`config.mk`:
```
export PLATFORM = sky130hd
export DESIGN_NAME = mips_data_mem_arbiter
export DESIGN_NICKNAME = d
export VERILOG_FILES = /design/src/rtl/mips_mem_pkg.sv /design/src/rtl/mips_rr_arbiter2.sv /design/src/rtl/mips_data_mem_arbiter.sv
export SDC_FILE = /design/constraint.sdc
export NUM_CORES = 1
export LEC_CHECK = 0
export CAP_MARGIN = 20
export CORE_ASPECT_RATIO = 1.4
export CORE_MARGIN = 4
export CORE_UTILIZATION = 30
export DETAILED_ROUTE_END_ITERATION = 10
export GPL_ROUTABILITY_DRIVEN = 0
export PLACE_DENSITY_LB_ADDON = 0.1
export SETUP_SLACK_MARGIN = 0.2
export SKIP_CTS_REPAIR_TIMING = 1
export SLEW_MARGIN = 40
export SYNTH_ARGS = -nofsm -noshare
export SYNTH_HDL_FRONTEND = slang
export SYNTH_SLANG_ARGS = --single-unit
```
`constraint.sdc`:
```
create_clock -name clk -period 2.4 [get_ports clk]
set_clock_uncertainty 0.2 [all_clocks]
set_input_delay 0.48 -clock clk [delete_from_list [all_inputs] [get_ports clk]]
set_output_delay 0.48 -clock clk [all_outputs]
set_load 0.03 [all_outputs]
```
`src/rtl/mips_mem_pkg.sv`:
```
// Shared definitions for the mips_data_mem arbiter: MIPS memory opcodes,
// sequencer state encoding and opcode/alignment classification helpers.
package mips_mem_pkg;

    localparam logic [5:0] OP_LB  = 6'b100000;
    localparam logic [5:0] OP_LH  = 6'b100001;
    localparam logic [5:0] OP_LW  = 6'b100011;
    localparam logic [5:0] OP_LBU = 6'b100100;
    localparam logic [5:0] OP_LHU = 6'b100101;
    localparam logic [5:0] OP_SB  = 6'b101000;
    localparam logic [5:0] OP_SH  = 6'b101001;
    localparam logic [5:0] OP_SW  = 6'b101011;

    typedef enum logic [1:0] {
        ST_IDLE   = 2'd0,
        ST_ACCESS = 2'd1,
        ST_RESP   = 2'd2
    } state_e;

    function automatic logic is_load(input logic [5:0] op);
        case (op)
            OP_LB, OP_LH, OP_LW, OP_LBU, OP_LHU: return 1'b1;
            default:                             return 1'b0;
        endcase
    endfunction

    function automatic logic is_store(input logic [5:0] op);
        case (op)
            OP_SB, OP_SH, OP_SW: return 1'b1;
            default:             return 1'b0;
        endcase
    endfunction

    // Halfword ops need addr[0]==0, word ops need addr[1:0]==00.
    function automatic logic is_misaligned(input logic [5:0] op, input logic [1:0] a);
        case (op)
            OP_LH, OP_LHU, OP_SH: return a[0];
            OP_LW, OP_SW:         return |a;
            default:              return 1'b0;
        endcase
    endfunction

endpackage

```
`src/rtl/mips_rr_arbiter2.sv`:
```
// Two-way round-robin winner select. Purely combinational; the caller owns
// the last_grant register. On a tie the requester that did not win last wins.
module mips_rr_arbiter2 (
    input  logic req0_i,
    input  logic req1_i,
    input  logic last_grant_i,
    output logic gnt_valid_o,
    output logic gnt_id_o
);

    // Pick the single requester, or alternate on a tie.
    always_comb begin
        gnt_valid_o = req0_i | req1_i;
        gnt_id_o    = 1'b0;
        if (req0_i && req1_i) begin
            gnt_id_o = ~last_grant_i;
        end else if (req1_i) begin
            gnt_id_o = 1'b1;
        end
    end

endmodule

```
`src/rtl/mips_data_mem_arbiter.sv`:
```
// Round-robin arbiter and sequencer in front of mips_data_mem.
// Requester 0 = core LSU, requester 1 = debug/DMA. One transaction at a time:
// IDLE (grant + latch) -> ACCESS (ACCESS_CYCLES cycles of strobes) -> RESP (ack).
// Optional build macro MIPS_MEM_ARB_ALIGN_CHECK_EN: misaligned halfword/word
// transactions skip ACCESS and are acked with err=1, rdata=0.
// Handshake: a requester holds req and its fields stable until its one-cycle
// ack; req still high at the edge ending the ack cycle is a new request.
// dbg_state_o exposes the sequencer state for observation.
module mips_data_mem_arbiter
    import mips_mem_pkg::*;
#(
    parameter int ACCESS_CYCLES = 1
) (
    input  logic        clk,
    input  logic        rst_n,
    input  logic        m0_req,
    input  logic [5:0]  m0_opcode,
    input  logic [31:0] m0_addr,
    input  logic [31:0] m0_wdata,
    output logic        m0_ack,
    output logic [31:0] m0_rdata,
    output logic        m0_err,
    input  logic        m1_req,
    input  logic [5:0]  m1_opcode,
    input  logic [31:0] m1_addr,
    input  logic [31:0] m1_wdata,
    output logic        m1_ack,
    output logic [31:0] m1_rdata,
    output logic        m1_err,
    output logic [31:0] mem_address,
    output logic [31:0] write_data,
    output logic [5:0]  opcode,
    output logic        sig_mem_read,
    output logic        sig_mem_write,
    input  logic [31:0] read_data,
    output logic [1:0]  dbg_state_o
);

    localparam logic [3:0] CNT_LOAD = 4'(ACCESS_CYCLES - 1);

    state_e      state_q, state_d;
    logic        last_grant_q, last_grant_d;
    logic [3:0]  cnt_q, cnt_d;
    logic        id_q, id_d;
    logic [5:0]  op_q, op_d;
    logic [31:0] addr_q, addr_d;
    logic [31:0] wdata_q, wdata_d;
    logic [31:0] rdata0_q, rdata0_d;
    logic [31:0] rdata1_q, rdata1_d;
    logic [31:0] cap;
    logic        gnt_valid, gnt_id;
    logic [5:0]  sel_op;
    logic [31:0] sel_addr;
`ifdef MIPS_MEM_ARB_ALIGN_CHECK_EN
    logic        err_q, err_d;
`endif

    mips_rr_arbiter2 u_arb (
        .req0_i       (m0_req),
        .req1_i       (m1_req),
        .last_grant_i (last_grant_q),
        .gnt_valid_o  (gnt_valid),
        .gnt_id_o     (gnt_id)
    );

    assign sel_op   = gnt_id ? m1_opcode : m0_opcode;
    assign sel_addr = gnt_id ? m1_addr   : m0_addr;

    // Next-state: grant and latch in IDLE, count down in ACCESS, ack in RESP.
    always_comb begin
        state_d      = state_q;
        last_grant_d = last_grant_q;
        cnt_d        = cnt_q;
        id_d         = id_q;
        op_d         = op_q;
        addr_d       = addr_q;
        wdata_d      = wdata_q;
        rdata0_d     = rdata0_q;
        rdata1_d     = rdata1_q;
        cap          = 32'h0;
`ifdef MIPS_MEM_ARB_ALIGN_CHECK_EN
        err_d        = err_q;
`endif
        case (state_q)
            ST_IDLE: begin
                if (gnt_valid) begin
                    id_d    = gnt_id;
                    op_d    = sel_op;
                    addr_d  = sel_addr;
                    wdata_d = gnt_id ? m1_wdata : m0_wdata;
                    cnt_d   = CNT_LOAD;
                    state_d = ST_ACCESS;
`ifdef MIPS_MEM_ARB_ALIGN_CHECK_EN
                    err_d   = 1'b0;
                    if (is_misaligned(sel_op, sel_addr[1:0])) begin
                        err_d   = 1'b1;
                        state_d = ST_RESP;
                        if (gnt_id) rdata1_d = 32'h0;
                        else        rdata0_d = 32'h0;
                    end
`endif
                end
            end
            ST_ACCESS: begin
                cnt_d = cnt_q - 4'd1;
                if (cnt_q == 4'd0) begin
                    cnt_d   = 4'd0;
                    state_d = ST_RESP;
                    // Loads capture memory; unknown opcodes return 0; stores leave rdata.
                    if (is_load(op_q)) cap = read_data;
                    if (!is_store(op_q)) begin
                        if (id_q) rdata1_d = cap;
                        else      rdata0_d = cap;
                    end
                end
            end
            ST_RESP: begin
                last_grant_d = id_q;
                state_d      = ST_IDLE;
            end
            default: state_d = ST_IDLE;
        endcase
    end

    // State and datapath registers; last_grant resets to 1 so m0 wins the first tie.
    always_ff @(posedge clk or negedge rst_n) begin
        if (!rst_n) begin
            state_q      <= ST_IDLE;
            last_grant_q <= 1'b1;
            cnt_q        <= 4'd0;
            id_q         <= 1'b0;
            op_q         <= 6'd0;
            addr_q       <= 32'h0;
            wdata_q      <= 32'h0;
            rdata0_q     <= 32'h0;
            rdata1_q     <= 32'h0;
        end else begin
            state_q      <= state_d;
            last_grant_q <= last_grant_d;
            cnt_q        <= cnt_d;
            id_q         <= id_d;
            op_q         <= op_d;
            addr_q       <= addr_d;
            wdata_q      <= wdata_d;
            rdata0_q     <= rdata0_d;
            rdata1_q     <= rdata1_d;
        end
    end

`ifdef MIPS_MEM_ARB_ALIGN_CHECK_EN
    // Error flag for the transaction currently being acked.
    always_ff @(posedge clk or negedge rst_n) begin
        if (!rst_n) err_q <= 1'b0;
        else        err_q <= err_d;
    end
    assign m0_err = m0_ack & err_q;
    assign m1_err = m1_ack & err_q;
`else
    assign m0_err = 1'b0;
    assign m1_err = 1'b0;
`endif

    // Memory drive: fields hold outside ACCESS, strobes only while in ACCESS.
    assign mem_address   = addr_q;
    assign write_data    = wdata_q;
    assign opcode        = op_q;
    assign sig_mem_read  = (state_q == ST_ACCESS) && is_load(op_q);
    assign sig_mem_write = (state_q == ST_ACCESS) && is_store(op_q);

    assign m0_ack      = (state_q == ST_RESP) && !id_q;
    assign m1_ack      = (state_q == ST_RESP) &&  id_q;
    assign m0_rdata    = rdata0_q;
    assign m1_rdata    = rdata1_q;
    assign dbg_state_o = state_q;

endmodule

```
==> summary.md, run 1 <==
| Metric | Value |
|---|---|
| Max Clock Freq | `438 MHz` |
| CP delay by family, top | `simple AND/OR/NAND/NOR gates` |
| Final Hold Slack | `0.304 ns` |
| Worst R2R Path Depth | `8` |
| Switching power | `6270 uW` |
| Slowest CP cell | `dfrtp_1` |
| Final Hold Violating Endpoints | `0` |
| # IOs | `318` |
| Sw frac | `40.7%` |
| Initial Util | `30.8%` |
| Die Wd | `135 microns` |
| Layout cells sized above 1 | `18.3%` |
| CP max FO | `3` |
| Critical path launch point type | `flop` |
| Max VDD drop | `584 uV` |
| Drt via density | `4.58` |
| Multi-input logic area | `2850 sq um` |
| Initial antenna violation count | `0` |
| Worst-path clk slew | `0.06 ns` |
| Final WL | `22300 microns` |
| NumNets Final | `1036` |
| Yosys warns | `0` |
| CTS H-tree depth | `4` |
| Largest area contributor in the netlist | `dfrtp_1` |
| Internal power | `9140 uW` |
| Dpl ws | `-0.104 ns` |
| Top cells by area in the synthesized netlist | `dfrtp_1, mux2_2, mux2_1` |
| CP max stage delay | `0.41 ns` |
| Worst EP arrival | `1.60 ns` |
| CTS tree | `built` |
| Hpwl dp | `16300 microns` |
| Core area | `22000 sq um` |
| Clock power share | `18.5%` |
| Fillers | `1956` |
| FF+latch area | `3550 sq um` |
| Number of global-route vias before repair | `5693` |
| Number of synthesized register bits | `142` |
| Worst setup EP type | `primary output` |
| Final setup fails | `0` |
| PortBufs | `315` |
| Die ar. | `25100 sq um` |
| DRC | `0` |
| WHS Path Cells | `1` |
| CP required | `1.72 ns` |
| Total CTS buffers | `17` |
| Clock buffer depth | `2` |
| Antenna Cells | `0` |
| Core Util, Final | `51.4%` |
| Die Span Y | `186 microns` |
| Stages on the worst setup path | `5` |
| Worst Path Class, Setup | `flop to primary output` |
| Synthesized cell area | `6770 sq um` |
| Grt ovf | `0` |
| RSZ-0062 raised after global routing | `yes` |
| Max Transition Viols Final | `0` |
| Largest net degree at the start of global routing | `53` |
| PnR worst setup slack | `0.119 ns` |
| Synth top area share | `52.1%` |
| Leak | `0.00482 uW` |
| Power per cell area | `1360 nW/um^2` |
| Post-placement cell area | `10400 sq um` |
| Part of the power in registers | `26.8%` |
| Avg Cell Area, Syn | `13.0 sq um` |
| CP Cell Sequence | `buf_6 -> and4bb_4 -> nand2_2 -> nor2_4 -> buf_12` |
| CTS root buf | `clkbuf_16` |
| Hold Path Class | `flop to flop` |
| WP buf/inv | `2` |
| DR WL/cell | `19.1 microns` |
| First-pass GRT wire length | `32500 microns` |
| Final Cell Area | `11300 sq um` |
| Minimum clock period | `2.28 ns` |
| Clk sink count | `142` |
| Max-cap viol count | `0` |
| GRT Total Usage | `16.8%` |
| Crit share post-route | `95.1%` |
| Register area share after synthesis | `52.5%` |
| FP Rows | `64` |
| Worst skew pair latency | `0.41 ns` |
| DR vias | `5353` |
| First DRT Iteration DRCs | `146` |
| Status | `completed` |
| Synthesis-to-finish area growth | `67.0%` |
| Synth unique cells | `36` |
| First-pass DRT Iterations | `4` |
| Cell count after synthesis | `522` |
| Antenna-violating nets left | `0` |
| Combinational power share | `54.7%` |
## metal layers
layer / vias up / wire, microns / global-route usage [%]
met3: 20 / 1780 / 5.65
met2: 203 / 11800 / 31.1
li1: 2482 / - / -
met5: - / 0 / 0
met4: 0 / 365 / 4.48
met1: 2648 / 8370 / 18.2
## registers in the layout, summed over array words and instances (netlist names)
register	cells
mem_address	32
cnt_q	4
write_data	32
m1_rdata	32
last_grant_q	1
opcode	6
m0_rdata	32
dbg_state_o	2
id_q	1
## cell families (layout without fill, tap and decap cells)
logic type                 Yosys count  count (layout)  share of synthesized area [%]
buffers and inverters              103             451                           6.65
other                                1               2                         0.0554
and+or+nand+nor                     24              24                           2.29
AOI/OAI and AO/OA                   46              46                           5.47
adders and majority gates            2               2                          0.369
muxes                              204             204                           32.7
DFF                                142             142                           52.5
## synthesized netlist by cell type
library cell,number
dfrtp_1,141
mux2_2,70
inv_1,69
mux2_1,68
mux2i_1,66
o211ai_1,32
clkbuf_1,16
buf_2,9
nor2_1,7
buf_6,6
o21ai_0,5
nand2_1,3
nor3b_1,3
a2111oi_4,2
buf_4,2
ha_1,2
nand2b_1,2
a211oi_1,1
a21boi_1,1
a21o_1,1
a21oi_1,1
a31o_2,1
and4bb_2,1
clkinv_1,1
conb_1,1
dfstp_2,1
nand2b_4,1
nor2b_1,1
nor3_1,1
nor3_2,1
o21ai_1,1
o32ai_1,1
or3_1,1
or3b_4,1
or4_1,1
or4b_1,1
## power groups by stage
stage	clock [uW]	combinational, uW	sequential [uW]
after global placement	0	8140	4140
after global routing	3050	8900	4270
after CTS	2930	8260	4150
final	2860	8430	4130
after detailed placement	0	8250	4180
after floorplan	0	2640	6200
## layout by cell type (no fill, tap or decap), types with 9 or more instances in the layout
| cell | netlist | layout |
|---|---|---|
| dlymetal6s2s_1 | 0 | 25 |
| mux2_1 | 68 | 68 |
| o211ai_1 | 32 | 32 |
| clkdlybuf4s50_1 | 0 | 286 |
| buf_4 | 2 | 19 |
| inv_1 | 69 | 67 |
| buf_12 | 0 | 9 |
| mux2i_1 | 66 | 62 |
| clkbuf_16 | 0 | 20 |
| dfrtp_1 | 141 | 141 |
| mux2_2 | 70 | 70 |
## per-stage QoR
| step | instances | TNS [ns] | total power, uW |
|---|---|---|---|
| global placement | 1122 | -3.26 | 12300 |
| finish | 1168 | 0 | 15400 |
| global route | 1168 | 0 | 16200 |
| floorplan | 523 | 0 | 8840 |
| detailed placement | 1122 | -5.36 | 12400 |
| CTS | 1154 | -0.694 | 15300 |
## cell type report
type | count | share of cell area, %
Tap cell | 297 | 3.28
Timing Repair Buffer | 349 | 32.2
Sequential cell | 142 | 31.4
Clock buffer | 20 | 4.04
Inverter | 70 | 2.32
Clock inverter | 12 | 1.60
Multi-Input combinational cell | 278 | 25.2
## path summary, 6_finish.rpt
path / endpoint / slack (ns) / from
worst max-delay path: sig_mem_write / 0.12 / opcode[4]
worst min-delay path: write_data[13] / 0.30 / write_data[13]
worst max register to register: m1_rdata[16] / 0.15 / cnt_q[0]
worst min register to register: write_data[13] / 0.30 / write_data[13]
max in group asynchronous: write_data[4] / 0.92 / rst_n
min in group asynchronous: m1_rdata[10] / 0.39 / rst_n
No activity file was read; power rests on OpenSTA's default activity.
==> run 2, diff against run 1 <==
CAP_MARGIN = not set   (was 20)
==> results of run 2 <==
Same layout as run 1: the final DEF is identical, and so are final timing and power.
==> run 3, diff against run 2 <==
CELL_PAD_IN_SITES_DETAIL_PLACEMENT = 1   (was not set)
CELL_PAD_IN_SITES_GLOBAL_PLACEMENT = 2   (was not set)
CORE_UTILIZATION = 23   (was 30)
==> run 3 against run 2 <==
Compared with the run above:
- core utilization decreased by 12 points
- critical path depth decreased by 1
- flip-flop and latch count unchanged
- fmax increased by 0.90%
- clock power increased by 8.7%
- highest routed layer unchanged
- sequential power about the same
- clock-buffer cell count increased by 2
- total power increased by 2.1%
- global-route usage decreased by 1.4 points
==> summary.md, run 3 (synthesis gave the netlist of run 1 again) <==
| Metric | Value |
|---|---|
| Reg2reg start | `cnt_q[1]` |
| First-pass DRT Iterations | `4` |
| Core area | `29200 sq um` |
| R2R Path End | `m1_rdata[12]` |
| # IOs | `318` |
| Part of the power in registers | `26.2%` |
| Status | `completed` |
| CP max FO | `6` |
| Most common cell after layout, fill and taps aside | `clkdlybuf4s50_1` |
| PortBufs | `315` |
| WHS Path Cells | `1` |
| Leak | `0.00550 uW` |
| Switching power | `6400 uW` |
| Crit share post-route | `94.2%` |
| Worst-path clk slew | `0.06 ns` |
| Worst setup EP type | `primary output` |
| R2R Setup Slk | `0.22 ns` |
| Sw frac | `40.6%` |
| First DRT Iteration DRCs | `105` |
| Drt via density | `4.34` |
| Final Hold Violating Endpoints | `0` |
| Final setup fails | `0` |
| CP required | `1.72 ns` |
| Slew of the pin with the lowest slew margin | `0.530 ns` |
| Total CTS buffers | `17` |
| Initial antenna violation count | `1` |
| Critical path launch point type | `flop` |
| Clk sink count | `142` |
| DR WL/cell | `20.5 microns` |
| Die Wd | `153 microns` |
| Final Hold Slack | `0.298 ns` |
| Die ar. | `32300 sq um` |
| Hold Path Class | `flop to flop` |
| Relative slew slack | `64.6%` |
| Clock buffer depth | `2` |
| Total negative slack | `0 ns` |
| CTS tree | `built` |
| Internal power | `9340 uW` |
| Hold_sp | `write_data[10]` |
| Max-cap viol count | `0` |
| Minimum clock period | `2.26 ns` |
| Initial Util | `23.2%` |
| Final Cell Area | `11600 sq um` |
| Max Clock Freq | `442 MHz` |
| Final WL | `25700 microns` |
| Clock power share | `19.8%` |
| DRC | `0` |
| Worst Path Class, Setup | `flop to primary output` |
| Number of global-route vias before repair | `6207` |
| RSZ-0062 raised after global routing | `yes` |
| Die Span Y | `211 microns` |
| First-pass GRT wire length | `38200 microns` |
| Synthesis-to-finish area growth | `71.4%` |
| Worst skew pair latency | `0.43 ns` |
| Worst EP arrival | `1.58 ns` |
| GRT Total Usage | `15.4%` |
| Most frequent cells in the layout | `clkdlybuf4s50_1, dfrtp_1, mux2_2` |
| Post-placement cell area | `10500 sq um` |
| Max Transition Viols Final | `0` |
| Largest net degree at the start of global routing | `44` |
| DR vias | `5429` |
| Combinational power share | `54.0%` |
| Power per cell area | `1360 nW/um^2` |
| Worst R2R Path Depth | `8` |
| Hold Crit Endpoint | `write_data[10]` |
| CTS root buf | `clkbuf_16` |
| Antenna-violating nets left | `0` |
| Grt ovf | `0` |
| Fillers | `3100` |
| FP Rows | `74` |
| CTS H-tree depth | `4` |
| Max VDD drop | `524 uV` |
| Hpwl dp | `18600 microns` |
| NumNets Final | `1036` |
| Layout cells sized above 1 | `18.1%` |
| CP Launch Point | `dbg_state_o[1]` |
-- run 3: cell type report --
| class | instances | area [sq um] | area share, % |
|---|---|---|---|
| flip-flops and latches | 142 | 3560 | 30.6 |
| clock inverters | 10 | 206 | 1.78 |
| well taps | 380 | 475 | 4.10 |
| diodes | 1 | 2.50 | 0.0216 |
| repair buffers | 349 | 3770 | 32.5 |
| clock buffers | 22 | 484 | 4.17 |
| multi-input cells | 278 | 2850 | 24.5 |
| inverters | 70 | 263 | 2.26 |
-- run 3: critical path, stage by stage, from the launching register on --
cell and delay [ns]:
dfrtp_1 0.38, buf_4 0.16, nand2b_2 0.28, nor2_2 0.15
buf_4 0.18
-- run 3: worst max path at each step --
stage,to,slack [ns],cells after the start
2_1_floorplan,sig_mem_write,0.23,3
3_3_place_gp,write_data[7],-0.11,6
3_5_place_dp,write_data[7],-0.14,6
4_1_cts,m1_ack,-0.32,3
5_1_grt,m1_ack,0.03,3
6_report,sig_mem_read,0.14,4
-- run 3: per-stage QoR --
stage | util (%) | std cells | worst slack (ns) | total power, uW
global placement | 36.1 | 1207 | -0.111 | 12400
detailed placement | 36.1 | 1207 | -0.141 | 12600
finish | 39.8 | 1252 | 0.139 | 15700
global route | 39.8 | 1252 | 0.0279 | 16600
CTS | 38.5 | 1239 | -0.315 | 15800
floorplan | - | 523 | 0.226 | 8840
-- run 3: metal layers --
| metal | routed length (microns) | global-route usage [%] | vias to the layer above |
|---|---|---|---|
| met2 | 13400 | 27.2 | 217 |
| met1 | 10000 | 17.2 | 2701 |
| met5 | 0 | 0 | - |
| li1 | - | - | 2480 |
| met4 | 615 | 5.63 | 0 |
| met3 | 1660 | 5.19 | 31 |
-- run 3: power groups by stage --
stage          clock network [uW]  registers (uW)  logic, uW
2_1_floorplan                   0            6200       2640
6_report                     3110            4120       8500
5_1_grt                      3310            4290       9020
3_5_place_dp                    0            4200       8420
3_3_place_gp                    0            4140       8300
4_1_cts                      3230            4170       8440
==> RTL change 1, RTL diff (settings of run 1) <==
Build with the macro `MIPS_MEM_ARB_ALIGN_CHECK_EN` defined.
--- a/src/rtl/mips_data_mem_arbiter.sv
+++ b/src/rtl/mips_data_mem_arbiter.sv
@@ -7,4 +7,6 @@
 // ack; req still high at the edge ending the ack cycle is a new request.
 // dbg_state_o exposes the sequencer state for observation.
+`define MIPS_MEM_ARB_ALIGN_CHECK_EN
+
 module mips_data_mem_arbiter
     import mips_mem_pkg::*;
Behaviour: not the same (Yosys sat finds a counterexample within 4 cycles, from zero or initial values and one cycle with rst_n low).
==> RTL change 1 against run 1 <==
  * Setup slack worse by 64 ps
  * Synthesized area down 3.1%
  * Synthesized cell count rose by 21%
  * Critical path type is now register to register
  * Highest routed layer unchanged
  * Routed wire length rose by 10%
  * Largest power group unchanged
  * Worst hold slack worse by 13 ps
  * Sequential cell count rose by 1
  * Final area rose by 8.4%
  * Power fell by 2.0%
==> RTL change 1: results (changes against run 1) <==
min_from: "m0_rdata[27]"
crit_arrival_ps: 2430  # +830 ps
preCtsSetupSlack_ps: -158  # -53.9 ps
r2r.worst_path.cells: 9  # +1
antenna_cells: 0  # unchanged
rrSetupSlack_ps: 60  # -90 ps
outcome: "finished clean"
syn_area_per_cell_sq_um: 10.4  # -20%
critical_path.max_stage_delay_ps: 400
hold-worst-slack_ps: 291  # -12.8 ps
numCtsBuffers: 17  # unchanged
grt_pass1_wl_microns: 32300  # -0.62%
worst_pin_slew_ps: 514
ys_top_cells_by_count: "142 x dfrtp_1, 78 x nor2_1, 74 x a21oi_1"
antenna_found_initial: 0  # unchanged
synthTopCellsByArea: "dfrtp_1 54%, mux2i_1 11%, o31ai_1 7.3%"
crit_path_start: "cnt_q[0]"
via_per_inst: 4.85  # +5.9%
grtUsageTotal: 0.167  # -0.000216
min_to: "m0_rdata[27]"
ys_types: 36  # unchanged
dp_hpwl_microns: 16000  # -1.7%
grt_pass1_vias: 5900  # +3.6%
cp_top_family: "compound AO/OA/AOI/OAI gates"
routedWlPerCell_microns: 19.1  # -0.24%
r2r-end: "m1_rdata[31]"
drt-initial-drc-count: 288  # +97%
slowest_stage: "dfrtp_1"
irDropWorstVdd_mv: 0.701  # +20%
yosysSeqAreaShare: 0.545  # +0.0207
min_path_cells: 2  # +1
dp.cells: 1222  # +8.9%
placed_area_sq_mm: 0.0103  # -0.89%
leakage_nw: 5.12  # +6.3%
drive_above_1_share: 0.223  # +0.0405
yosys_warnings: 0  # unchanged
num_vias: 6268  # +17%
path_max_fanout: 8  # +5
detail_route.first_pass.iterations: 6  # +2
port_buffers: 317  # +0.63%
fillers: 1825  # -6.7%
grt_max_degree: 65  # +23%
ys_async_sr_fraction: 1.00  # unchanged
[RTL change 1: metal layers]
metal | routed length, microns | vias up | GRT usage
met5 | 0 | - | 0
met4 | 665 | 0 | 0.0512
met3 | 2220 | 38 | 0.0724
met2 | 12800 | 270 | 0.286
met1 | 9020 | 2975 | 0.189
li1 | - | 2985 | -
[RTL change 1: cells by family after synthesis]
logic type / count (synthesis) / share of synthesized area
buffers and inverters: 58 / 0.0448
AND/OR/NAND/NOR: 136 / 0.0900
XOR/XNOR: 1 / 0.00133
adder cells (fa/ha/maj): 2 / 0.00381
multiplexers: 73 / 0.112
flip-flops: 143 / 0.545
AO/OA/AOI/OAI: 217 / 0.203
[RTL change 1: cell type report]
cell class                 instances  area (sq um)  share of cell area
clock buffer                      21           470              0.0383
clock inverter                    11           153              0.0124
inverter                           4          15.0             0.00122
multi-input combinational        431          3440               0.280
sequential                       143          3580               0.292
tap                              292           365              0.0298
timing repair buffer             390          4250               0.346
[RTL change 1: report_power, final]
group          total [mW]  switching (mW)  leakage [nW]  internal (mW)
sequential           3.65           0.480          1.78           3.17
clock                2.80            1.06         0.297           1.73
combinational        8.66            5.10          3.05           3.57
[RTL change 1: how the worst max path moves through the flow]
stage                              end  slack [ps]  depth (start not counted)
after floorplan                 m1_err         180                          4
after global placement     m0_rdata[5]        -130                          7
after detailed placement   m0_rdata[2]        -160                          7
after CTS                       m1_ack        -230                          3
after global routing      m1_rdata[17]         -20                          9
final                     m1_rdata[31]          60                          9
[RTL change 1: worst reg2reg max path, cell delays in order, from the launching register on]
cell	delay, ps
dfrtp_1	400
inv_2	90
ha_4	120
or3b_4	390
o22ai_4	190
buf_6	170
o211ai_4	190
clkbuf_16	250
o21ai_4	140
o31ai_4	80
==> RTL change 2, RTL diff (flow settings as in run 1) <==
Without the edit above. Take the reset off `rdata0_q` and load it in a clocked block of its own.
--- a/src/rtl/mips_data_mem_arbiter.sv
+++ b/src/rtl/mips_data_mem_arbiter.sv
@@ -133,5 +133,4 @@
             addr_q       <= 32'h0;
             wdata_q      <= 32'h0;
-            rdata0_q     <= 32'h0;
             rdata1_q     <= 32'h0;
         end else begin
@@ -143,7 +142,10 @@
             addr_q       <= addr_d;
             wdata_q      <= wdata_d;
-            rdata0_q     <= rdata0_d;
             rdata1_q     <= rdata1_d;
         end
+    end
+
+    always_ff @(posedge clk) begin
+        rdata0_q <= rdata0_d;
     end
 
Formal check against the unedited RTL: differs if rst_n is asserted again (counterexample within 4 cycles, from zero or initial values and one cycle with rst_n low); with rst_n held inactive, the same outputs for 4 cycles.
==> RTL change 2 against run 1 <==
  * Power down 9.1%
  * Synthesized area is 3.7% lower
  * Final area fell by 3.4%
  * Worst hold slack is essentially flat
  * Routed wire length fell by 9.5%
  * Critical path depth fell by 1
  * Setup slack improved by 74 ps
  * Sequential power shrank 1%
  * Clock power down 5%
  * Sequential cell count unchanged
  * Critical endpoint unchanged
  * Largest cell class is now flip-flops and latches
==> RTL change 2: results (changes against run 1) <==
outcome: "finished clean"
cts_root_buf: "clkbuf_16"
grt_max_degree: 48  # -9.4%
critical_path.max_stage_delay_ps: 390  # -20 ps
dp.cells: 1046  # -6.8%
drt-met1-wl_microns: 7200  # -14%
via_per_inst: 4.62  # +0.84%
synthAdderAreaFrac: 0.00383  # +0.000140
grt_pass1_wl_microns: 31300  # -3.7%
min_from: "write_data[24]"
r2r-end: "m1_rdata[23]"
crit_arrival_ps: 1530  # -70 ps
grt_pass1_vias: 5581  # -2.0%
port_buffers: 315  # unchanged
use_met1: 0.175  # -0.00702
irDropWorstVdd_mv: 0.610  # +4.3%
synthTopCellsByArea: "dfrtp_1 42%, mux2_2 21%, edfxtp_1 15%"
met2_usage: 0.289  # -0.0215
path_max_fanout: 7  # +4
ys_async_sr_fraction: 0.775  # -0.225
nets: 991  # -4.3%
placed_area_sq_mm: 0.0101  # -2.3%
yosysSeqAreaShare: 0.569  # +0.0445
crit_path_start: "dbg_state_o[1]"
period_needed_ps: 2210  # -74.0 ps
route.met3.wl_microns: 1930  # +8.7%
min_to: "write_data[24]"
slowest_stage: "dfrtp_1"
r2r.worst_path.cells: 7  # -1
final_cells: 1086  # -7.0%
rr_startpoint: "cnt_q[0]"
totalWireLength_microns: 20200  # -9.5%
ys_top_cells_by_count: "121 x mux2_2, 109 x dfrtp_1, 67 x inv_1"
rrSetupSlack_ps: 290  # +140 ps
use_met3: 0.0747  # +0.0182
grtUsageTotal: 0.163  # -0.00441
dp_hpwl_microns: 15100  # -7.4%
swShare: 0.395  # -0.0119
synthMuxAreaShare: 0.290  # -0.0367
preCtsSetupSlack_ps: -58.3  # +45.8 ps
crit_path_end: "sig_mem_write"
drt-initial-drc-count: 177  # +21%
drive_above_1_share: 0.234  # +0.0511
hold-worst-slack_ps: 303  # -0.285 ps
synth_compound_area_frac: 0.0537  # -0.000992
cts_max_level: 4  # unchanged
synth_ff_type: "dfrtp_1"
antenna_cells: 0  # unchanged
met2_length_microns: 10700  # -9.3%
leakage_nw: 4.76  # -1.3%
synthXorXnorAreaFrac: 0.00134  # +0.00134
synth_edf_count: 32  # +32
hold_path.class: "register to register"
syn_area_per_cell_sq_um: 13.5  # +3.9%
[RTL change 2: cell count changes after synthesis, moves of 3 or more]
cell,before,now
mux2_1,68,17
mux2_2,70,121
buf_6,6,3
buf_2,9,4
edfxtp_1,0,32
mux2i_1,66,34
clkbuf_1,16,21
dfrtp_1,141,109
[RTL change 2: final cells by class]
class / instances / area, sq um
Fill cell: 1887 / 10300
Sequential cell: 142 / 3710
Timing Repair Buffer: 340 / 3560
Multi-Input combinational cell: 244 / 2470
Clock buffer: 23 / 522
Tap cell: 260 / 325
Inverter: 68 / 255
Clock inverter: 9 / 93.8
[RTL change 2: power groups by stage]
stage | Combinational, mW | Clock (mW) | Sequential [mW]
2_1_floorplan | 2.09 | 0 | 6.04
3_3_place_gp | 7.16 | 0 | 4.09
3_5_place_dp | 7.22 | 0 | 4.12
4_1_cts | 7.24 | 2.82 | 4.10
5_1_grt | 7.62 | 2.90 | 4.22
6_report | 7.21 | 2.73 | 4.07
